===== src/rtl/dictionary_pkg.sv =====
// Shared types and helpers for the dictionary phase controller.
package dictionary_pkg;

   typedef enum logic [2:0] {
      ST_IDLE,
      ST_LOAD,
      ST_LOOKUP,
      ST_DRAIN,
      ST_DONE
   } state_e;

   // err bit positions: err = {proto, len, cfg}
   localparam int ERR_CFG   = 0;
   localparam int ERR_LEN   = 1;
   localparam int ERR_PROTO = 2;
   localparam int ERR_W     = 3;

   function automatic int cnt_width(input int max_count);
      return $clog2(max_count + 1);
   endfunction

endpackage


===== src/rtl/credit_counter.sv =====
// Up/down in-flight counter; saturates at MAX_COUNT and holds at zero.
module credit_counter
   import dictionary_pkg::*;
#(
   parameter int MAX_COUNT = 64
) (
   input  logic                             clk,
   input  logic                             rst_n,
   input  logic                             inc_i,
   input  logic                             dec_i,
   output logic [$clog2(MAX_COUNT+1)-1:0]   count_o,
   output logic                             full_o,
   output logic                             empty_o
);

   localparam int CW = cnt_width(MAX_COUNT);
   localparam logic [CW-1:0] MAX_C = CW'(MAX_COUNT);

   logic [CW-1:0] count_q, count_d;

   always_comb begin
      count_d = count_q;
      if (inc_i && !dec_i && (count_q != MAX_C)) begin
         count_d = count_q + CW'(1);
      end else if (dec_i && !inc_i && (count_q != '0)) begin
         count_d = count_q - CW'(1);
      end
   end

   always_ff @(posedge clk or negedge rst_n) begin
      if (!rst_n) begin
         count_q <= '0;
      end else begin
         count_q <= count_d;
      end
   end

   assign count_o = count_q;
   assign full_o  = (count_q == MAX_C);
   assign empty_o = (count_q == '0);

endmodule


===== src/rtl/dictionary_sequencer.sv =====
// Phase controller gating value-load and id-lookup handshakes of the dictionary.
//   state  | meaning
//   IDLE   | waiting for batch cfg
//   LOAD   | value stream open, counting kept lanes
//   LOOKUP | id stream open while in-flight credit remains
//   DRAIN  | both gates closed, waiting for last result
//   DONE   | one-cycle batch-complete pulse
module dictionary_sequencer
   import dictionary_pkg::*;
#(
   parameter int NUM_ELEMENTS   = 8,
   parameter int MAX_VALUES     = 4096,
   parameter int MAX_IN_TRANSIT = 64
) (
   input  logic                              clk,
   input  logic                              rst_n,
   input  logic                              cfg_valid_i,
   output logic                              cfg_ready_o,
   input  logic [$clog2(MAX_VALUES+1)-1:0]   cfg_num_values_i,
   input  logic                              cfg_reload_i,
   input  logic                              vin_valid_i,
   output logic                              vin_ready_o,
   input  logic [NUM_ELEMENTS-1:0]           vin_keep_i,
   input  logic                              vin_last_i,
   output logic                              vout_valid_o,
   input  logic                              vout_ready_i,
   input  logic                              iin_valid_i,
   output logic                              iin_ready_o,
   input  logic                              iin_last_i,
   output logic                              iout_valid_o,
   input  logic                              iout_ready_i,
   input  logic                              res_valid_i,
   input  logic                              res_ready_i,
   input  logic                              res_last_i,
   output logic                              busy_o,
   output logic                              done_o,
   output logic [ERR_W-1:0]                  err_o,
   output logic [$clog2(MAX_VALUES+1)-1:0]   value_count_o
);

   localparam int VCW = cnt_width(MAX_VALUES);
   localparam int PCW = cnt_width(NUM_ELEMENTS);
   localparam int ICW = cnt_width(MAX_IN_TRANSIT);
   localparam logic [VCW-1:0] MAX_V = VCW'(MAX_VALUES);

   state_e           state_q, state_d;
   logic [VCW-1:0]   num_q, num_d;
   logic [VCW-1:0]   vcnt_q, vcnt_d;
   logic             loaded_q, loaded_d;
   logic [ERR_W-1:0] err_q, err_d;
   logic             live_q;

   logic             open_v, open_i;
   logic             v_acc, i_acc, res_hs, cfg_hs;
   logic [PCW-1:0]   keep_pop;
   logic [VCW:0]     vsum;
   logic [VCW-1:0]   vcnt_sat;
   logic [ICW-1:0]   in_flight;
   logic             cred_full, cred_empty;

   assign vout_valid_o = vin_valid_i && open_v;
   assign vin_ready_o  = vout_ready_i && open_v;
   assign iout_valid_o = iin_valid_i && open_i;
   assign iin_ready_o  = iout_ready_i && open_i;

   assign v_acc  = vin_valid_i && vout_ready_i && open_v;
   assign i_acc  = iin_valid_i && iout_ready_i && open_i;
   assign res_hs = res_valid_i && res_ready_i;
   assign cfg_hs = cfg_valid_i && cfg_ready_o;

   always_comb begin
      keep_pop = '0;
      for (int k = 0; k < NUM_ELEMENTS; k++) begin
         keep_pop = keep_pop + PCW'(vin_keep_i[k]);
      end
   end

   assign vsum     = {1'b0, vcnt_q} + (VCW+1)'(keep_pop);
   assign vcnt_sat = (vsum > {1'b0, MAX_V}) ? MAX_V : vsum[VCW-1:0];

   credit_counter #(
      .MAX_COUNT (MAX_IN_TRANSIT)
   ) u_credit (
      .clk     (clk),
      .rst_n   (rst_n),
      .inc_i   (i_acc),
      .dec_i   (res_hs),
      .count_o (in_flight),
      .full_o  (cred_full),
      .empty_o (cred_empty)
   );

   always_comb begin
      state_d     = state_q;
      num_d       = num_q;
      vcnt_d      = vcnt_q;
      loaded_d    = loaded_q;
      err_d       = err_q;
      open_v      = 1'b0;
      open_i      = 1'b0;
      cfg_ready_o = 1'b0;
      done_o      = 1'b0;

      // a result returned with nothing outstanding is a protocol error
      if (res_hs && !i_acc && cred_empty) begin
         err_d[ERR_PROTO] = 1'b1;
      end

      case (state_q)
         ST_IDLE: begin
            cfg_ready_o = live_q;
            if (res_hs) begin
               err_d[ERR_PROTO] = 1'b1;
            end
            if (cfg_hs) begin
               if ((cfg_num_values_i == '0) || (cfg_num_values_i > MAX_V) ||
                   (!cfg_reload_i && !loaded_q)) begin
                  err_d[ERR_CFG] = 1'b1;
               end else begin
                  num_d = cfg_num_values_i;
                  if (cfg_reload_i) begin
                     vcnt_d   = '0;
                     loaded_d = 1'b0;
                     state_d  = ST_LOAD;
                  end else begin
                     state_d  = ST_LOOKUP;
                  end
               end
            end
         end
         ST_LOAD: begin
            open_v = 1'b1;
            if (res_hs) begin
               err_d[ERR_PROTO] = 1'b1;
            end
            if (v_acc) begin
               vcnt_d = vcnt_sat;
               if (vin_last_i) begin
                  loaded_d = 1'b1;
                  state_d  = ST_LOOKUP;
                  if (vcnt_sat != num_q) begin
                     err_d[ERR_LEN] = 1'b1;
                  end
               end
            end
         end
         ST_LOOKUP: begin
            open_i = !cred_full;
            if (i_acc && iin_last_i) begin
               state_d = ST_DRAIN;
            end
         end
         ST_DRAIN: begin
            if (res_hs && res_last_i) begin
               state_d = ST_DONE;
            end
         end
         ST_DONE: begin
            done_o = 1'b1;
            if (in_flight != '0) begin
               err_d[ERR_PROTO] = 1'b1;
            end
            state_d = ST_IDLE;
         end
         default: begin
            state_d = ST_IDLE;
         end
      endcase
   end

   // live_q keeps cfg_ready low while reset is held and for one cycle after
   always_ff @(posedge clk or negedge rst_n) begin
      if (!rst_n) begin
         state_q  <= ST_IDLE;
         num_q    <= '0;
         vcnt_q   <= '0;
         loaded_q <= 1'b0;
         err_q    <= '0;
         live_q   <= 1'b0;
      end else begin
         state_q  <= state_d;
         num_q    <= num_d;
         vcnt_q   <= vcnt_d;
         loaded_q <= loaded_d;
         err_q    <= err_d;
         live_q   <= 1'b1;
      end
   end

   assign busy_o        = (state_q != ST_IDLE);
   assign err_o         = err_q;
   assign value_count_o = vcnt_q;

endmodule

===== config.mk =====
export PLATFORM = sky130hd
export DESIGN_NAME = dictionary_sequencer
export DESIGN_NICKNAME = d
export VERILOG_FILES = /design/src/rtl/dictionary_pkg.sv /design/src/rtl/credit_counter.sv /design/src/rtl/dictionary_sequencer.sv
export SDC_FILE = /design/constraint.sdc
export NUM_CORES = 1
export LEC_CHECK = 0
export BUFFER_PORTS_ARGS = -buffer_cell sky130_fd_sc_hd__buf_4
export CORE_UTILIZATION = 50
export DETAILED_ROUTE_END_ITERATION = 7
export PLACE_DENSITY = 0.73
export SYNTH_ARGS = -nofsm -noshare
export SYNTH_HDL_FRONTEND = slang
export SYNTH_HIERARCHICAL = 1
export SYNTH_SLANG_ARGS = --single-unit

===== constraint.sdc =====
create_clock -name clk -period 5.1 [get_ports clk]
set_input_delay 1.02 -clock clk [delete_from_list [all_inputs] [get_ports clk]]
set_output_delay 1.02 -clock clk [all_outputs]
set_load 0.005 [all_outputs]

## After elaboration in Yosys (flattened, before gate mapping)

Index checks and enable logic that the tools add are counted.

- Register bits: 41
- Input bits: 34
- Output and inout port bits: 23
- Word-level logic and storage cells: 105

- Add/sub/neg operators: 10
- $lt $le $gt $ge: 2
- Equal/unequal tests: 14
- Mux-type cells: 30
- Bitwise gates (word level): 1
- Reduce and logical (&&, ||, !) cells: 39

Operators with widths:

| kind | number |
|---|---|
| $mux W13 | 5 |
| $pmux W13 S2 | 1 |
| $logic_and A1 B1 Y1 | 18 |
| $mux W3 | 6 |
| $add A4 B1 Y4 | 4 |
| $add A13 B4 Y14 | 1 |
| $gt A14 B13 Y1 const B | 1 |
| $mux W7 | 2 |
| $ne A2 B2 Y1 const B | 7 |
| $gt A13 B13 Y1 const B | 1 |
| $logic_not A13 Y1 | 1 |
| $ne A13 B13 Y1 | 1 |
| $mux W1 | 12 |
| $pmux W3 S4 | 1 |
| $reduce_and A6 Y1 | 2 |
| $add A7 B1 Y7 const B | 1 |
| $eq A7 B7 Y1 const B | 1 |
| $logic_not A7 Y1 | 1 |
| $ne A7 B7 Y1 const B | 1 |
| $reduce_bool A7 Y1 | 1 |
| $sub A7 B1 Y7 const B | 1 |
| $eq A3 B2 Y1 const B | 2 |
| $reduce_and A3 Y1 | 2 |
| $logic_not A1 Y1 | 5 |
| other kinds (15) | 18 |

## Longest topological paths before layout

- Depth after elaboration: 12
- Mapped depth: 17
- Depth with buffers taken out: 16

## Hierarchy

The synthesis kept the hierarchy.

Modules (own cells, without submodules):

| module | times used | cells each | area each (µm²) | sequential area each (µm²) |
|---|---|---|---|---|
| dictionary_sequencer | 1 | 265 | 2487.4 | 850.8 |
| credit_counter | 1 | 56 | 601.8 | 175.2 |

## Worst setup path before layout

No wires, ideal clock.

- Path type: input port to flip-flop
- Start point: input port vin_keep_i[0]
- End point: register err_q[1] (netlist: err_o[1])
- Library setup time: 149 ps
- Data arrival time: 4956 ps
- Data required time: 4951 ps
- Path slack: -6 ps
- Stages on the path: 16
- Buffers on the path: 0
- Path through: fa_1 -> inv_1 -> fa_1 -> fa_1 -> inv_1 -> fa_1 -> inv_1 -> fa_1 -> nand2b_1 -> a2111oi_4 -> and3_2 -> a31oi_4 -> a2111oi_4 -> nand2b_1 -> a2111oi_2 -> a41oi_1

- Longest elaborated chain between the ends: 12

RTL lines:

| what | RTL line | RTL |
|---|---|---|
| from (decl) | dictionary_sequencer.sv:23 | `input logic [NUM_ELEMENTS-1:0] vin_keep_i,` |
| $add A1 B1 Y2 (*) | dictionary_sequencer.sv:74 | `keep_pop = keep_pop + PCW'(vin_keep_i[k]);` |
| $add A2 B1 Y3 (*) | dictionary_sequencer.sv:74 |  |
| $add A3 B1 Y4 (*) | dictionary_sequencer.sv:74 |  |
| $add A4 B1 Y4 (*) (4 in a row) | dictionary_sequencer.sv:74 |  |
| $add A13 B4 Y14 (*) | dictionary_sequencer.sv:78 | `assign vsum = {1'b0, vcnt_q} + (VCW+1)'(keep_pop);` |
| $gt A14 B13 Y1 | dictionary_sequencer.sv:79 | `assign vcnt_sat = (vsum > {1'b0, MAX_V}) ? MAX_V : vsum[VCW-1:0];` |
| $mux W13 (*) | dictionary_sequencer.sv:79 |  |
| $ne A13 B13 Y1 (*) | dictionary_sequencer.sv:141 | `if (vcnt_sat != num_q) begin` |
| $reduce_and A4 Y1 (no source line) (*) | - |  |
| to (signal assigned) | dictionary_sequencer.sv:185 | `err_q <= err_d;` |
| to (decl) | dictionary_sequencer.sv:50 | `logic [ERR_W-1:0] err_q, err_d;` |

Every way passes the cells marked *; elsewhere a longest branch is shown, timed or not.
A chain may end at the register's enable or synchronous reset.

## Final worst setup path

Ends and elaborated chain as after synthesis.

==> impl_metrics.ini <==
[outcome]
status = complete, no violations

[die]
die_w_um = 80.6
num_rows = 28
coreArea_mm2 = 0.00596
die_area_mm2 = 0.00650
ioPinCount = 57
initial_utilization_pct = 51.9
fp.dieH_um = 80.6

[clock_network]
clk_pin_slew_ns = 0.08
htreeDepth = 2
worstSkewPairLatency_ns = 0.29
numClockSinks = 41
cts_buffer_depth = 2
ctsRootBufferMaster = clkbuf_8
cts_tree = done
cts_made_buffers = 5
cts_setup_buffers = 0

[finish]
num_antenna_cells = 0
final_nets = 445
fill_cells = 509
area_growth_pct = 23.5
drive_above_1_share_pct = 31.1

[global_route]
use_met1_pct = 31.1
track_usage_pct = 23.9
grt_pass1_vias = 2581
use_met3_pct = 3.64
grt_pass1_wl_um = 12000
grt_max_degree = 42
antenna_found_initial = 0
use_met2_pct = 41.8
busiest_layer = met2
overflow = 0

[synthesis]
synth_cell_types = 69
synth-compound-area-share_pct = 21.6
synth_nets = 372
synth_area_mm2 = 0.00309
synthArstFlopShare_pct = 100
syn_area_per_cell_um2 = 9.62
synth_fa_ha_area_share_pct = 8.34
synthCells = 321
synth-seq-cells = 41
ys.flop_type = dfrtp_1
synth-xor-area-share_pct = 4.25
synth_top_family_by_area = compound AO/OA/AOI/OAI gates
synthSimpleGateAreaFrac_pct = 20.0
synth_edf_count = 0
synth_seq_area_share_pct = 33.2
synth_mux_area_share_pct = 8.26
ys_warn_count = 6

[sta]
fin_crit_ns = 4.90
finalSetupTns_ns = 0
fin_crit_sh_pct = 96.2
fmax_mhz = 204
finalHoldViolations = 0
slew_violations = 0
worst_slew_pin_slew_ns = 0.848
setup_viol = 0
skew_ns = 0.00279
rsz0062_at_grt = yes
slew_headroom_pct = 43.2

[critical_path]
cp-start-kind = input pin
crit_arrival_ns = 5.06
worstSetupPathType = input pin to flop
max_stage_delay_ns = 0.52
worstSetupEndpointType = flop
critPathMostFrequentCell = fa_1
cp_cell_sequence = buf_4 -> fa_1 -> inv_1 -> fa_1 -> fa_1 -> inv_1 -> fa_1 -> inv_1 -> fa_2 -> nand2b_4 -> a2111oi_4 -> and3_4 -> a31oi_4 -> a2111oi_4 -> nand2b_1 -> a2111oi_2 -> a41oi_1
critPathMaxFanout = 5
worstPathRequired_ns = 5.25
slowest_stage = fa_1

[routing]
detail_route.vias_per_cell = 5.74
wire_per_inst_um = 15.0
drtPass1Iterations = 4
finalWirelength_um = 7070
drt_iter0_drc = 147
drc = 0
vias = 2696
drt.antenna.violating_nets = 0

[placement]
port_buffers = 56
place.gp.congestion = 0.834
dp_hpwl_um = 5580

[min_path]
min_path_type = flop to flop

[power_and_ir_drop]
leakage_nw = 1.74
ir_drop_v = 0.000314
report.power.total_mw = 1.81
power_density_mw_per_mm2 = 474

[job]
cap_violations = 0
==> cell usage in the layout, fill, tap and decap left out, drive strengths merged, types with 3 or more instances in the layout <==
cell      n
buf      78
nor3b     5
nand2b    4
mux2i     3
nor2     18
xnor2    11
and2      9
mux2     20
dfrtp    41
o21ai    20
ha       11
o22ai     4
nor4     10
nor3     11
fa        6
a211oi    3
xor2      4
nand3    10
a21o      5
clkbuf    6
inv      21
and3      6
a31oi     6
a2111oi   3
a21oi    11
a22o      6
nand2    20
o21bai    3
o21a      3
==> sequential cells by signal, summed over array words and instances (netlist names) <==
signal	cells
live_q	1
u_credit/count_o	7
err_o	3
value_count_o	13
num_q	13
loaded_q	1
state_q	3
==> Yosys cell counts, drive strengths merged (7+ instances only) <==
cell type,n,share of area (%)
a21oi,11,1.8
and2,9,1.8
clkbuf,7,0.85
dfrtp,41,33
ha,11,4.5
inv,21,2.6
mux2,20,7.3
nand2,20,2.4
nand3,10,1.8
nor2,18,2.2
nor3,11,1.8
nor4,10,2.7
o21ai,20,3.4
xnor2,11,3.1
==> layout make-up <==
| class | count | area [µm²] | share of cell area (%) |
|---|---|---|---|
| clock buffer | 6 | 72.6 | 1.90 |
| clock inverter | 2 | 10.0 | 0.262 |
| inverter | 21 | 78.8 | 2.07 |
| multi-input combinational | 247 | 1950 | 51.0 |
| sequential | 41 | 1030 | 26.9 |
| tap | 75 | 93.8 | 2.46 |
| timing repair buffer | 78 | 586 | 15.4 |
==> stage by stage <==
step	hold slack [ns]	worst slack [ns]	utilization [%]	cell area, µm²	cells
floorplan	0.465	-0.00561	-	3090	321
global placement	0.467	-0.210	62.4	3720	462
detailed placement	0.467	-0.245	62.4	3720	462
finish	0.481	0.196	64.0	3810	470
CTS	0.486	0.0795	63.8	3800	470
global route	0.505	-0.116	64.0	3810	470
==> repair_timing <==
action                                  in CTS  in global routing
hold endpoints to repair                     0                  0
hold buffers                                 0                  0
endpoints found under the setup margin       0                 10
gates resized for setup                      0                  5
==> worst max-delay path, delay by kind of cell <==
family,cells,cell delay [ns]
adder cells (fa/ha/maj),5,1.95
AO/OA/AOI/OAI,5,1.25
AND/OR/NAND/NOR,3,0.54
buffers and inverters,4,0.29
==> cell families after synthesis <==
group           after synthesis
fa+ha+maj                    17
simple gates                107
other cells                   1
flops                        41
mux                          23
buf+inv                      33
compound gates               84
xor+xnor                     15
==> layer usage <==
metal,vias up,part of all wire [%]
met4,0,0.96
met2,71,49
met3,7,5.0
met5,-,0
li1,1331,-
met1,1287,45
==> power breakdown <==
group	internal (mW)	switching [mW]
registers	0.433	0.128
logic	0.552	0.490
clock network	0.0949	0.109
total	1.08	0.727
==> worst paths after layout <==
kind                                                endpoint                          from  slack [ns]  depth (start not counted)
worst min register to register          err_o[0]$_DFFE_PN0P_          err_o[0]$_DFFE_PN0P_        0.48                          1
max in group asynchronous       value_count_o[8]$_DFFE_PN0P_                         rst_n        4.02                          1
min in group asynchronous                   live_q$_DFF_PN0_                         rst_n        0.69                          1
worst max-delay path                    err_o[1]$_DFFE_PN0P_                 vin_keep_i[0]        0.20                         17
worst max register to register          err_o[1]$_DFFE_PN0P_  value_count_o[0]$_DFFE_PN0P_        1.17                         15
worst min-delay path                    err_o[0]$_DFFE_PN0P_          err_o[0]$_DFFE_PN0P_        0.48                          1
Note: power is estimated with default switching activity, not from simulation.
